<file path="config.mk">
export PLATFORM = sky130hd
export DESIGN_NAME = madder_sched
export DESIGN_NICKNAME = d
export VERILOG_FILES = /design/src/rtl/madder_sched.sv
export SDC_FILE = /design/constraint.sdc
export NUM_CORES = 2
export LEC_CHECK = 0
export BUFFER_PORTS_ARGS = -buffer_cell sky130_fd_sc_hd__buf_2
export CAP_MARGIN = 20
export CORE_AREA = 2 2 634 636
export CTS_CLUSTER_SIZE = 30
export DETAILED_ROUTE_END_ITERATION = 7
export DIE_AREA = 0 0 636 638
export GPL_TIMING_DRIVEN = 0
export PLACE_DENSITY_LB_ADDON = 0.05
export SKIP_LAST_GASP = 1
export SYNTH_ARGS = -nofsm -noshare
export SYNTH_HDL_FRONTEND = slang
export SYNTH_SLANG_ARGS = --single-unit
</file>
<file path="constraint.sdc">
create_clock -name clk -period 6 [get_ports clk]
set_input_delay 0 -clock clk [delete_from_list [all_inputs] [get_ports clk]]
set_output_delay 0 -clock clk [all_outputs]
set_load 0.02 [all_outputs]
</file>
<file path="src/rtl/madder_sched.sv">
// Residual-add sequencer: streams C = A + B one TILE-wide beat at a time from two
// source buffers into a destination buffer, with credit-limited reads and an output FIFO.
module madder_sched #(
    parameter int ROWS     = 128,
    parameter int COLS     = 768,
    parameter int TILE     = 64,
    parameter int WIDTH    = 8,
    parameter int RD_LAT   = 2,
    parameter int SATURATE = 0,
    parameter int ADDR_W   = 16
) (
    input  logic                    clk,
    input  logic                    rst_n,
    input  logic                    start,
    input  logic [ADDR_W-1:0]       src1_base,
    input  logic [ADDR_W-1:0]       src2_base,
    input  logic [ADDR_W-1:0]       dst_base,
    output logic                    busy,
    output logic                    done,
    output logic                    rd_en,
    output logic [ADDR_W-1:0]       rd_addr1,
    output logic [ADDR_W-1:0]       rd_addr2,
    input  logic [TILE*WIDTH-1:0]   rd_data1,
    input  logic [TILE*WIDTH-1:0]   rd_data2,
    output logic                    wr_en,
    output logic [ADDR_W-1:0]       wr_addr,
    output logic [TILE*WIDTH-1:0]   wr_data,
    input  logic                    wr_ready,
    output logic [1:0]              dbg_state
);

    localparam int BEATS      = ROWS * COLS / TILE;
    localparam int FIFO_DEPTH = RD_LAT + 2;
    localparam int DW         = TILE * WIDTH;
    localparam int IDX_W      = $clog2(BEATS + 1);
    localparam int CRD_W      = $clog2(FIFO_DEPTH + 1);
    localparam int PTR_W      = $clog2(FIFO_DEPTH);

    typedef enum logic [1:0] {S_IDLE, S_RUN, S_DRAIN, S_DONE} state_t;

    state_t state, state_nxt;

    logic [ADDR_W-1:0] src1_q, src2_q, dst_q;
    logic [IDX_W-1:0]  rd_idx, wr_idx;
    logic [CRD_W-1:0]  credit;
    logic [RD_LAT-1:0] vpipe;
    logic [DW-1:0]     fifo_mem [FIFO_DEPTH];
    logic [PTR_W-1:0]  wptr, rptr;
    logic [CRD_W-1:0]  fcount;
    logic [DW-1:0]     sum_beat;
    logic              push, wr_acc;

    // Write port is valid/ready: a beat transfers on wr_en && wr_ready; wr_en never
    // depends on wr_ready, and the head (wr_addr/wr_data) holds while stalled.
    assign wr_en     = (fcount != '0);
    assign wr_acc    = wr_en && wr_ready;
    assign wr_data   = fifo_mem[rptr];
    assign wr_addr   = dst_q + ADDR_W'(wr_idx);
    assign rd_addr1  = src1_q + ADDR_W'(rd_idx);
    assign rd_addr2  = src2_q + ADDR_W'(rd_idx);
    assign push      = vpipe[RD_LAT-1];
    assign dbg_state = state;

    function automatic logic [WIDTH-1:0] lane_add(input logic [WIDTH-1:0] a,
                                                  input logic [WIDTH-1:0] b);
        logic signed [WIDTH:0] s;
        s = $signed({a[WIDTH-1], a}) + $signed({b[WIDTH-1], b});
        // Overflow shows as disagreement between the two top bits of the wide sum.
        if (SATURATE != 0 && (s[WIDTH] != s[WIDTH-1]))
            lane_add = s[WIDTH] ? {1'b1, {(WIDTH-1){1'b0}}} : {1'b0, {(WIDTH-1){1'b1}}};
        else
            lane_add = s[WIDTH-1:0];
    endfunction

    always_comb begin
        sum_beat = '0;
        for (int k = 0; k < TILE; k++)
            sum_beat[k*WIDTH +: WIDTH] = lane_add(rd_data1[k*WIDTH +: WIDTH],
                                                  rd_data2[k*WIDTH +: WIDTH]);
    end

    always_comb begin
        state_nxt = state;
        rd_en     = 1'b0;
        busy      = 1'b0;
        done      = 1'b0;
        case (state)
            S_IDLE: begin
                if (start) state_nxt = S_RUN;
            end
            S_RUN: begin
                busy  = 1'b1;
                rd_en = (credit < CRD_W'(FIFO_DEPTH));
                if (rd_en && rd_idx == IDX_W'(BEATS - 1)) state_nxt = S_DRAIN;
            end
            S_DRAIN: begin
                busy = 1'b1;
                if (wr_acc && wr_idx == IDX_W'(BEATS - 1)) state_nxt = S_DONE;
            end
            S_DONE: begin
                done      = 1'b1;
                state_nxt = S_IDLE;
            end
            default: state_nxt = S_IDLE;
        endcase
    end

    always_ff @(posedge clk or negedge rst_n) begin
        if (!rst_n) state <= S_IDLE;
        else        state <= state_nxt;
    end

    always_ff @(posedge clk or negedge rst_n) begin
        if (!rst_n) begin
            src1_q <= '0;
            src2_q <= '0;
            dst_q  <= '0;
            rd_idx <= '0;
            wr_idx <= '0;
            credit <= '0;
        end else if (state == S_IDLE && start) begin
            src1_q <= src1_base;
            src2_q <= src2_base;
            dst_q  <= dst_base;
            rd_idx <= '0;
            wr_idx <= '0;
            credit <= '0;
        end else begin
            if (rd_en)  rd_idx <= rd_idx + 1'b1;
            if (wr_acc) wr_idx <= wr_idx + 1'b1;
            case ({rd_en, wr_acc})
                2'b10:   credit <= credit + 1'b1;
                2'b01:   credit <= credit - 1'b1;
                default: credit <= credit;
            endcase
        end
    end

    // One valid bit per issued read; its head marks the cycle read data is present.
    always_ff @(posedge clk or negedge rst_n) begin
        if (!rst_n) begin
            vpipe <= '0;
        end else begin
            vpipe[0] <= rd_en;
            for (int i = 1; i < RD_LAT; i++) vpipe[i] <= vpipe[i-1];
        end
    end

    always_ff @(posedge clk or negedge rst_n) begin
        if (!rst_n) begin
            for (int i = 0; i < FIFO_DEPTH; i++) fifo_mem[i] <= '0;
            wptr   <= '0;
            rptr   <= '0;
            fcount <= '0;
        end else begin
            if (push) begin
                fifo_mem[wptr] <= sum_beat;
                wptr <= (wptr == PTR_W'(FIFO_DEPTH - 1)) ? '0 : wptr + 1'b1;
            end
            if (wr_acc)
                rptr <= (rptr == PTR_W'(FIFO_DEPTH - 1)) ? '0 : rptr + 1'b1;
            case ({push, wr_acc})
                2'b10:   fcount <= fcount + 1'b1;
                2'b01:   fcount <= fcount - 1'b1;
                default: fcount <= fcount;
            endcase
        end
    end

endmodule

</file>
==> results.cfg <==
[status]
outcome = finished clean

[worst_setup_path]
cp_data_required_time_ns = 6.85
r2r_cells = 12
worstPathArrival_ns = 6.01
cp-start-kind = flop
path_class = flop to flop
crit_buf_inv = 7
crit_path_end_kind = flop
critPathTopFamily = buffers and inverters
path_cells = inv_1 > ha_1 > and2_1 > buf_2 > buf_2 > clkbuf_1 > nand3_1 > dlygate4sd3_1 > o311a_1 > dlygate4sd3_1 > nand2_1 > dlygate4sd3_1
rrSetupSlack_ns = 0.84
rr_endpoint = fifo_mem[1951]
crit_path_max_fanout = 10
cp.depth = 12
slowest_stage = clkbuf_1
critPathMostFrequentCell = dlygate4sd3_1
reg2reg_from = wptr[0]
slowest_delay_ns = 0.77

[sta]
final.setup.tns_ns = 0
hold_violations = 0
rsz0062_at_grt = false
slew_headroom = 0.128
finalMaxSlewViolations = 0
period_needed_ns = 5.16
fmax_ghz = 0.194
worst_pin_slew_ns = 1.31
skew_ns = 0.0325
finalCritPeriodShare = 0.861
setup_viol = 0

[hold_path]
min_path_cells = 5
hp-class = input pin to flop
worstHoldStart = rd_data1[325]
holdPathEnd = fifo_mem[1862]

[placement]
gp_congestion = 0.939
io_buffers = 1641
hpwl_microns = 501000

[yosys]
ys_seq_elements = 2132
avgSynthCellArea_sq_um = 10.0
ys.flop_type = dfrtp_1
synthArstFlopShare = 1.00
ys_warn_count = 0
synthMostInstantiatedCell = nand2_1
syn-num-nets = 13961
synth_cell_type_count = 59
yosys.area.top_type = dfrtp_1
yosysSeqAreaShare = 0.431
synth-edff-count = 0
syn_area_sq_um = 124000
synthTopCellsByCount = nand2_1 (3396), dfrtp_1 (2132), o21ai_0 (912), mux2_2 (529), mux4_2 (512)
synthCells = 12322
ys_top_cells_by_area = dfrtp_1 (43%), nand2_1 (10%), mux4_2 (9.3%), ha_1 (5.0%), mux2_2 (4.8%)
yosysTopAreaCellShare = 0.431

[global_routing]
grt.total_usage = 0.322
grt_pass1_vias = 122209
grt_max_degree = 161
antenna_found_initial = 121
overflow = 0
grt_first_pass_wirelength_microns = 933000

[cts]
cts_buffers = 278
clk_pin_slew_ns = 0.06
clock_latency_ns = 0.91
cts_tree = yes
htree_levels = 5
cts_sinks = 2132
clockBufferDepth = 4
root_buffer = clkbuf_16

[job]
cap_violations = 0

[layout]
ff_latch_area_sq_um = 53400
nets = 17959
multi_input_area_sq_um = 66600
syn2layout_area_growth_pct = 36.6
fillers = 38630
layout-drive-gt1-share = 0.219

[power_and_ir_drop]
p_leak_nw = 75.5
vdd_drop_max_v = 0.000338
powerDensity_nw_per_um2 = 523
power.total_mw = 88.5

[floorplanning]
die_height_microns = 638
io_pins = 1642
dieArea_sq_um = 406000
initial_core_util = 0.310
die_w_microns = 636
rows = 232
core_sq_um = 399000

[drt]
via_per_inst = 5.48
wire_per_inst_microns = 30.9
drt_wl_total_microns = 675000
num_vias = 119874
drtAntennaViolNets = 0
drcViolationCount = 0
drt-initial-drc-count = 10654
firstDrtPassIters = 6
worst register-to-register path: cells and delay by family (launching register included):
family / cells / cell delay (ns)
buffers and inverters: 7 / 4.04
DFF: 1 / 0.41
and+or+nand+nor: 3 / 0.35
adders and majority gates: 1 / 0.19
AOI/OAI and AO/OA: 1 / 0.11
worst max path at each step:
stage | to | start | slack (ns)
global placement | fifo_mem[256] | rst_n | -45.60
floorplan | rd_addr2[12] | rd_idx[0] | 3.82
CTS | fifo_mem[1791] | wptr[0] | 0.89
finish | fifo_mem[1951] | wptr[0] | 0.84
detailed placement | fifo_mem[1892] | wptr[0] | 1.32
global route | fifo_mem[1951] | wptr[0] | 0.74
final cells by class:
| class | count | area share |
|---|---|---|
| Tap cell | 5265 | 0.0390 |
| Multi-Input combinational cell | 9340 | 0.394 |
| Clock inverter | 60 | 0.00382 |
| Clock buffer | 416 | 0.0488 |
| Timing Repair Buffer | 3718 | 0.175 |
| Antenna cell | 93 | 0.00138 |
| Buffer | 766 | 0.0206 |
| Sequential cell | 2132 | 0.316 |
| Inverter | 84 | 0.00187 |
report_power, final:
part	total, mW	internal (mW)	leakage [nW]	switching, mW
clock network	16.9	9.83	4.37	7.07
logic	46.0	17.5	45.5	28.5
registers	25.6	21.7	25.6	3.91
flip-flops by register name, indices dropped and copies added (netlist names):
name       count
credit         3
dbg_state      2
dst_q         16
fcount         3
fifo_mem    2048
rd_idx        11
rptr           2
src1_q        16
src2_q        16
vpipe          2
wptr           2
wr_idx        11
metal layers:
metal | track usage | vias up | wire length (microns)
met4 | 0.221 | 50 | 50700
li1 | - | 51863 | -
met5 | 0 | - | 320
met3 | 0.0592 | 1403 | 46500
met2 | 0.518 | 5520 | 313000
met1 | 0.394 | 61038 | 265000
cell families (layout without fill, tap and decap cells):
| family | count (synthesis) | count (layout) | share of synthesized area |
|---|---|---|---|
| AND/OR/NAND/NOR | 4764 | 4764 | 0.159 |
| multiplexers | 1524 | 1524 | 0.180 |
| flip-flops | 2132 | 2132 | 0.431 |
| AO/OA/AOI/OAI | 2106 | 2106 | 0.111 |
| buffers and inverters | 850 | 5044 | 0.0306 |
| other | 0 | 93 | 0 |
| adder cells (fa/ha/maj) | 563 | 563 | 0.0611 |
| XOR/XNOR | 383 | 383 | 0.0271 |
placed cells by master (no fill, tap or decap), types with 9 or more instances in the layout:
| cell type | count |
|---|---|
| buf_4 | 39 |
| and3_1 | 14 |
| dlygate4sd3_1 | 1996 |
| a21oi_1 | 340 |
| mux2i_1 | 483 |
| inv_1 | 83 |
| buf_2 | 2020 |
| fa_1 | 69 |
| buf_1 | 99 |
| buf_16 | 19 |
| a311o_1 | 28 |
| mux4_2 | 512 |
| ha_1 | 494 |
| nand2b_1 | 131 |
| o311a_1 | 253 |
| xnor2_1 | 284 |
| clkinv_2 | 32 |
| nor2b_1 | 246 |
| a21o_1 | 139 |
| o21ai_0 | 912 |
| nor2_1 | 404 |
| clkbuf_8 | 62 |
| nor3_1 | 254 |
| o311ai_1 | 130 |
| dfrtp_1 | 2132 |
| buf_12 | 12 |
| mux2_2 | 529 |
| and2_1 | 9 |
| nand3_1 | 289 |
| o211ai_1 | 163 |
| clkbuf_1 | 320 |
| xor2_1 | 91 |
| diode_2 | 93 |
| buf_6 | 32 |
| o311ai_0 | 94 |
| nand2_1 | 3395 |
| clkbuf_16 | 285 |
per-stage QoR:
step	util	cell area, sq um	instances	setup WS [ns]	hold WS (ns)
2_1_floorplan	-	124000	12322	3.82	-0.296
3_3_place_gp	0.348	139000	19228	-45.60	0.233
3_5_place_dp	0.351	140000	19307	1.32	-0.0614
4_1_cts	0.423	169000	21780	0.887	0.000245
5_1_grt	0.424	169000	21820	0.738	0.0669
6_report	0.424	169000	21874	0.836	0.0392
repair_timing:
| item | CTS | global route |
|---|---|---|
| resized for setup | 0 | 0 |
| hold endpoints to repair | 2408 | 0 |
| setup endpoints to repair | 0 | 0 |
| buffers inserted | 0 | 0 |
| hold buffers | 1997 | 0 |
No activity file was read; power rests on OpenSTA's default activity.
